<file path="config.mk">
export PLATFORM = sky130hd
export DESIGN_NAME = uart_tx_flat
export DESIGN_NICKNAME = d
export VERILOG_FILES = /design/src/rtl/uart_tx_if.sv /design/src/rtl/uart_tx.sv /design/src/flat_wrapper.sv
export SDC_FILE = /design/constraint.sdc
export NUM_CORES = 1
export LEC_CHECK = 0
export CAP_MARGIN = 20
export CORE_MARGIN = 2
export CORE_UTILIZATION = 49
export DETAILED_ROUTE_END_ITERATION = 8
export PLACE_DENSITY_LB_ADDON = 0.2
export SETUP_SLACK_MARGIN = 0.15
export SYNTH_ARGS = -nofsm -noshare
export SYNTH_HDL_FRONTEND = slang
export SYNTH_SLANG_ARGS = --single-unit
</file>
<file path="constraint.sdc">
create_clock -name clk -period 2.15 [get_ports clk]
set_clock_uncertainty 0.2 [all_clocks]
set_input_delay 0.43 -clock clk [delete_from_list [all_inputs] [get_ports clk]]
set_output_delay 0.43 -clock clk [all_outputs]
set_load 0.1 [all_outputs]
</file>
<file path="src/rtl/uart_tx_if.sv">
// Handshake and serial-line bundle for uart_tx: parallel byte request in, line and busy out.
interface uart_tx_if #(
    parameter int DATA_WIDTH = 8
);
    logic [DATA_WIDTH-1:0] P_DATA;
    logic                  Data_Valid;
    logic                  PAR_EN;
    logic                  PAR_TYP;
    logic                  TX_OUT;
    logic                  busy;

    modport master (
        output P_DATA, Data_Valid, PAR_EN, PAR_TYP,
        input  TX_OUT, busy
    );

    modport slave (
        input  P_DATA, Data_Valid, PAR_EN, PAR_TYP,
        output TX_OUT, busy
    );
endinterface

</file>
<file path="src/rtl/uart_tx.sv">
// UART transmitter: start, LSB-first data, optional parity, stop; one bit per clk.
// Define UART_TX_PARITY_EN to build the parity generator and PARITY state.
module uart_tx #(
    parameter int DATA_WIDTH = 8
) (
    input  logic      clk,
    input  logic      rst,
    uart_tx_if.slave  bus
);
    localparam int CNT_W = (DATA_WIDTH > 1) ? $clog2(DATA_WIDTH) : 1;
    localparam logic [CNT_W-1:0] LAST_BIT = CNT_W'(DATA_WIDTH - 1);

`ifdef UART_TX_PARITY_EN
    typedef enum logic [2:0] {IDLE, START, DATA, PARITY, STOP} state_t;
`else
    typedef enum logic [2:0] {IDLE, START, DATA, STOP} state_t;
`endif

    state_t                state;
    logic [DATA_WIDTH-1:0] data_reg;
    logic [CNT_W-1:0]      bit_cnt;
    logic [CNT_W-1:0]      next_cnt;
    logic                  tx_q;
    logic                  busy_q;

`ifdef UART_TX_PARITY_EN
    logic par_en_reg;
    logic par_bit;
`else
    logic unused_par_inputs;
    assign unused_par_inputs = bus.PAR_EN ^ bus.PAR_TYP;
`endif

    assign next_cnt   = bit_cnt + 1'b1;
    assign bus.TX_OUT = tx_q;
    assign bus.busy   = busy_q;

    // tx_q always carries the level for the state being entered, so the line is a clean register
    always_ff @(posedge clk or posedge rst) begin
        if (rst) begin
            state    <= IDLE;
            tx_q     <= 1'b1;
            busy_q   <= 1'b0;
            bit_cnt  <= '0;
            data_reg <= '0;
`ifdef UART_TX_PARITY_EN
            par_en_reg <= 1'b0;
            par_bit    <= 1'b0;
`endif
        end else begin
            case (state)
                IDLE: begin
                    tx_q   <= 1'b1;
                    busy_q <= 1'b0;
                    if (bus.Data_Valid) begin
                        data_reg <= bus.P_DATA;
`ifdef UART_TX_PARITY_EN
                        par_en_reg <= bus.PAR_EN;
                        par_bit    <= bus.PAR_TYP ? ~^bus.P_DATA : ^bus.P_DATA;
`endif
                        state  <= START;
                        tx_q   <= 1'b0;
                        busy_q <= 1'b1;
                    end
                end
                START: begin
                    state   <= DATA;
                    bit_cnt <= '0;
                    tx_q    <= data_reg[0];
                end
                DATA: begin
                    if (bit_cnt == LAST_BIT) begin
`ifdef UART_TX_PARITY_EN
                        if (par_en_reg) begin
                            state <= PARITY;
                            tx_q  <= par_bit;
                        end else begin
                            state <= STOP;
                            tx_q  <= 1'b1;
                        end
`else
                        state <= STOP;
                        tx_q  <= 1'b1;
`endif
                    end else begin
                        bit_cnt <= next_cnt;
                        tx_q    <= data_reg[next_cnt];
                    end
                end
`ifdef UART_TX_PARITY_EN
                PARITY: begin
                    state <= STOP;
                    tx_q  <= 1'b1;
                end
`endif
                STOP: begin
                    state  <= IDLE;
                    tx_q   <= 1'b1;
                    busy_q <= 1'b0;
                end
                default: begin
                    state  <= IDLE;
                    tx_q   <= 1'b1;
                    busy_q <= 1'b0;
                end
            endcase
        end
    end
endmodule

</file>
<file path="src/flat_wrapper.sv">
// flat-port wrapper written by rule: the top's interface ports become plain ports
module uart_tx_flat 
#(
    parameter int DATA_WIDTH = 8
)
  (clk, rst, bus_P_DATA, bus_Data_Valid, bus_PAR_EN, bus_PAR_TYP, bus_TX_OUT, bus_busy);
  uart_tx_if #(.DATA_WIDTH(DATA_WIDTH)) bus_i ();
  input  logic clk;
  input  logic rst;
  input wire logic [$bits(bus_i.P_DATA)-1:0] bus_P_DATA;
  input wire logic [$bits(bus_i.Data_Valid)-1:0] bus_Data_Valid;
  input wire logic [$bits(bus_i.PAR_EN)-1:0] bus_PAR_EN;
  input wire logic [$bits(bus_i.PAR_TYP)-1:0] bus_PAR_TYP;
  output wire logic [$bits(bus_i.TX_OUT)-1:0] bus_TX_OUT;
  output wire logic [$bits(bus_i.busy)-1:0] bus_busy;
  assign bus_i.P_DATA = bus_P_DATA;
  assign bus_i.Data_Valid = bus_Data_Valid;
  assign bus_i.PAR_EN = bus_PAR_EN;
  assign bus_i.PAR_TYP = bus_PAR_TYP;
  assign bus_TX_OUT = bus_i.TX_OUT;
  assign bus_busy = bus_i.busy;
  uart_tx #(.DATA_WIDTH(DATA_WIDTH)) u_core (.clk(clk), .rst(rst), .bus(bus_i));
endmodule
</file>
### Yosys cells after proc, flatten, opt, wreduce, memory -nomap -nowiden

Cells that the tools add are included.
W data, S select, Z words.

* $lt $le $gt $ge: 1
* multiply operators: 0
* $add $sub $neg: 1
* reductions and logical operators: 6
* eq/ne operators: 6
* shift-type cells: 0
* bitwise operators: 0
* mux-type cells: 12
* div/mod/pow operators: 0

Operator list (number)
* $mux W3: 3
* $pmux W3 S3: 1
* $pmux W3 S2: 1
* $reduce_and A2 Y1: 3
* $lt A3 B4 Y1 const B: 1
* $mux W1: 4
* $ne A2 B2 Y1 const B: 2
* $add A3 B1 Y3 const B: 1
* $bmux W1 S3: 1
* $eq A3 B1 Y1 const B: 1
* $eq A3 B2 Y1 const B: 1
* $eq A3 B3 Y1 const B: 1
* $logic_not A3 Y1: 1
* $pmux W1 S3: 1
* $ne A2 B1 Y1 const B: 1
* $pmux W1 S2: 1
* $reduce_bool A2 Y1: 1
* $reduce_or A2 Y1: 1

* ROM bits: 0
* input bits: 13
* flip-flop bits (word level): 16
* RAM bits: 0
* memories: 0
* latch bits: 0

### Logic depth before layout (Yosys ltp)

* word-level depth: 5
* depth in mapped cells: 5
* mapped depth without buffers: 5

### Worst setup path after synthesis

Ideal clock, no wire load.

* path type: register -> register
* start: register u_core.bit_cnt[0]
* end: register u_core.state[1]
* data arrival time: 1466 ps
* cell stages (with the launch flop): 6
* required time: 1825 ps
* path slack: 359 ps
* library setup time: 125 ps
* buffers on the path: 0
* path through: dfrtp_1 > ha_1 > ha_1 > nand2b_1 > o21ai_0 > mux2_2

* longest elaborated chain between the ends: 3

RTL lines
* from (decl): RTL line uart_tx.sv:21 `logic [CNT_W-1:0] bit_cnt;`
* from (signal assigned): RTL line uart_tx.sv:86 `bit_cnt <= next_cnt;`
* $eq A3 B3 Y1: RTL line uart_tx.sv:72 `if (bit_cnt == LAST_BIT) begin`
* $ne A2 B1 Y1 (no line)
* $reduce_and A2 Y1 (no line)
* to (signal assigned): RTL line uart_tx.sv:67 `state <= DATA;`
* to (signal assigned): RTL line uart_tx.sv:82 `state <= STOP;`
* to (signal assigned): RTL line uart_tx.sv:97 `state <= IDLE;`
* to (decl): RTL line uart_tx.sv:19 `state_t state;`

Every way passes these cells.
A chain may end at the register's enable or synchronous reset.

### Worst setup path after layout

Ends and elaborated chain as after synthesis.

==> impl.org <==
** Run status
- Status :: finished clean

** STA
- Maximum achievable frequency :: 0.534 GHz
- On the final layout, the worst hold slack is 284 ps.
- Setup violations remaining at the end of the flow were counted as 0.
- The final-report hold violation count is 0.
- Slew @ Worst Pin :: 581 ps
- In the final timing run, aggregate negative setup slack is 0 ps.
- Final cycle utilization of the critical path :: 87.1%
- Setup repair after global routing left no endpoint under its margin.
- In this run the tightest slew margin relative to its limit is 61.2%.
- Number of max-slew violations in the final report :: 0
- Fin crit period :: 1870 ps

** Yosys
- Averaged over all synthesized cells, the footprint is 12.4 um^2.
- In this run, distinct cell masters in the synthesized netlist total 20.
- The biggest area contributor in the post-synthesis netlist is dfrtp_1.
- Top FF cell, synth :: dfrtp_1
- The synthesized design contains 15 register bits.
- When the netlist entered floorplanning its net count stood at 80.
- In this run the biggest area consumer among cell types represents 46.2% of the synthesized area.
- Mapped Cells :: 61
- The commonest cells after synthesis are 14 x dfrtp_1, 11 x mux2_2, 6 x ha_1.
- Largest cells by area after synthesis :: dfrtp_1 46%, mux2_2 16%, ha_1 9.9%
- EDFF count, synth :: 0
- Synth Cell Area :: 758 um^2
- Async set-reset flop share out of synthesis :: 100%
- Cell with the most instances after synthesis :: dfrtp_1
- Yosys printed 0 warnings.
- After synthesis, flip-flops and latches occupy 49.7% of the total area.

** Floorplan
- Site row count :: 14
- Initial core utilization :: 51.5%
- Number of primary I/O pins :: 15
- Overall die area :: 1880 um^2
- In this run the horizontal extent of the chip is 43.3 um.
- CORE AREA :: 1470 um^2
- From bottom edge to top edge, the die measures 43.3 um.

** Critical path
- In this design, the stage delay of the slowest critical-path cell is 460 ps.
- STA classifies the critical path endpoint as a register.
- Series of cell instances along the critical path :: ha_1 > ha_1 > nand2b_1 > o21ai_0 > mux2_2
- Along the worst path, the maximum fanout reaches 6.
- Required time of the critical path :: 2140 ps
- The slowest stage of the critical path is the dfrtp_2 cell.
- Data on the critical path arrives at its endpoint at 1860 ps.
- STA classifies the critical path startpoint as a register.
- Counting stages on the worst path, the most repeated cell is ha_1.
- The setup check on the worst reg-to-reg path leaves a slack of 280 ps.
- Critical path class :: register to register

** Pwr
- Proportion of total power due to net switching :: 39.1%
- Clock network fraction of design power :: 12.2%
- Dividing total power by cell area gives a power density of 1490 nW/um^2.
- Switching Power :: 0.549 mW
- Internal power comes to 0.853 mW.
- For this design the static power due to leakage is 0.422 nW.
- Registers are responsible for 37.9% of the overall power.
- VDD sags by at most 0.000892 V.
- Per report_power, the combinational group accounts for 50.0% of the total.

** Route
- In the routed layout, each cell is associated on average with a via count of 5.31.
- Remaining design rule violation count :: 0
- Detailed routing inserted a total of 499 vias.
- For this block, the initial DRC count from the detailed router was 4.
- Total iterations of the first detailed-routing run :: 3
- In the final routed layout, each cell accounts on average for 13.2 um.
- Antenna violation net count after detailed routing :: 0
- For this block, the routed nets add up to 1240 um of wire.

** Layout
- The area growth from synthesis to layout is 24.3%.
- At the end of the flow, the number of nets in the layout was 98.
- 0 antenna diodes ended up in the layout.
- Number of standard cells in the final layout excluding fillers :: 94
- Core occupancy in the finished layout :: 64.0%
- Cells with a size suffix above 1 make up 25.6% of the layout.
- Flip-flop count of the largest register, all copies and words added :: 8

** Clock network
- The number of setup buffers added after CTS is 0.
- CTS tree :: built
- Maximum clock insertion buffer count :: 2
- CTS clk-pin slew, worst paths :: 100 ps
- Number of gates resized after cts :: 0
- CTS saw 15 sinks.
- Clock latency on the worst-skew pair, taken at its later pin, is 290 ps.
- Number of clock buffers inserted by TritonCTS :: 3
- H-tree Lvls :: 1
- Cts-stage hold buffer count :: 0
- The root buffer cell chosen for the clock tree is clkbuf_4.

** Run
- Across the run, the number of max-cap violations was 0.

** Placed design
- RD Place Congestion :: 0.769
- After detailed placement, the design holds a cell count of 90.
- The count of buffers added on input and output ports is 12.
- The HPWL after detailed placement is 977 um.

** Global route
- Entering global routing, the biggest net connects 16 pins.
- The number of global-route vias before repair is 502.
- The number of antenna violations at the first check in global routing came to 0.
- The total overflow left after global routing is 0.
- Global routing used 16.7% of the available tracks across all layers.
- The first global-routing pass estimated 2240 um of wire.

** Min path
- Kind of path behind the tightest hold check :: primary input to asynchronous set/reset pin
-- metrics by stage --
stage               worst slack (ps)  power [mW]  cell area (um^2)
CTS                              247        1.41               941
global route                     157        1.52               942
floorplan                        359        1.07               758
finish                           277        1.40               942
global placement                 271        1.22               913
detailed placement               256        1.24               913
-- per-layer routing --
layer  track usage [%]  up-vias  part of all wire (%)
met5                 0        -                     0
met4              7.27        0                   1.0
met3              6.67        2                   4.9
met2              26.6       12                    48
met1              20.1      237                    46
li1                  -      248                     -
-- path summary, 6_finish.rpt --
path,endpoint,start,cells past startpoint
max,u_core.state[1],u_core.bit_cnt[0],5
min,u_core.data_reg[2],rst,2
max reg2reg,u_core.state[1],u_core.bit_cnt[0],5
min reg2reg,u_core.bus.busy,u_core.bus.busy,2
max in group asynchronous,u_core.bit_cnt[0],rst,2
min in group clk,u_core.bus.busy,u_core.bus.busy,2
-- layout make-up --
cell class | instances | area, um^2
Clock inverter | 1 | 5.00
Sequential cell | 15 | 378
Clock buffer | 3 | 22.5
Timing Repair Buffer | 13 | 135
Multi-Input combinational cell | 41 | 363
Fill cell | 124 | 529
Tap cell | 16 | 20.0
Inverter | 5 | 18.8
-- layout by cell type (no fill, tap or decap), types with 2 or more instances in the layout --
cell type,instances
nand2b_1,2
mux2_2,11
ha_1,6
clkbuf_4,3
mux2i_1,2
nand2_1,4
dfrtp_1,13
buf_4,2
clkdlybuf4s50_1,10
inv_1,5
o21ai_0,5
-- worst max-delay path: cells and delay by family (launching register included) --
kind / cells / cell delay (ps)
DFF: 1 / 460
and+or+nand+nor: 1 / 180
AOI/OAI and AO/OA: 1 / 140
muxes: 1 / 370
adders and majority gates: 2 / 420
-- power groups by stage --
stage / Clock (mW) / Combinational, mW / Sequential, mW
floorplan: 0 / 0.455 / 0.610
global placement: 0 / 0.693 / 0.530
detailed placement: 0 / 0.709 / 0.534
CTS: 0.173 / 0.710 / 0.529
global route: 0.189 / 0.780 / 0.549
finish: 0.170 / 0.701 / 0.531
-- cell families (layout without fill, tap and decap cells) --
group / Yosys count / in the layout / synth area share [%]
compound gates: 10 / 10 / 8.09
fa+ha+maj: 6 / 6 / 9.90
buf+inv: 5 / 22 / 2.48
flops: 15 / 15 / 49.7
mux: 14 / 14 / 22.4
simple gates: 11 / 11 / 7.43
No activity file was read; power rests on OpenSTA's default activity.
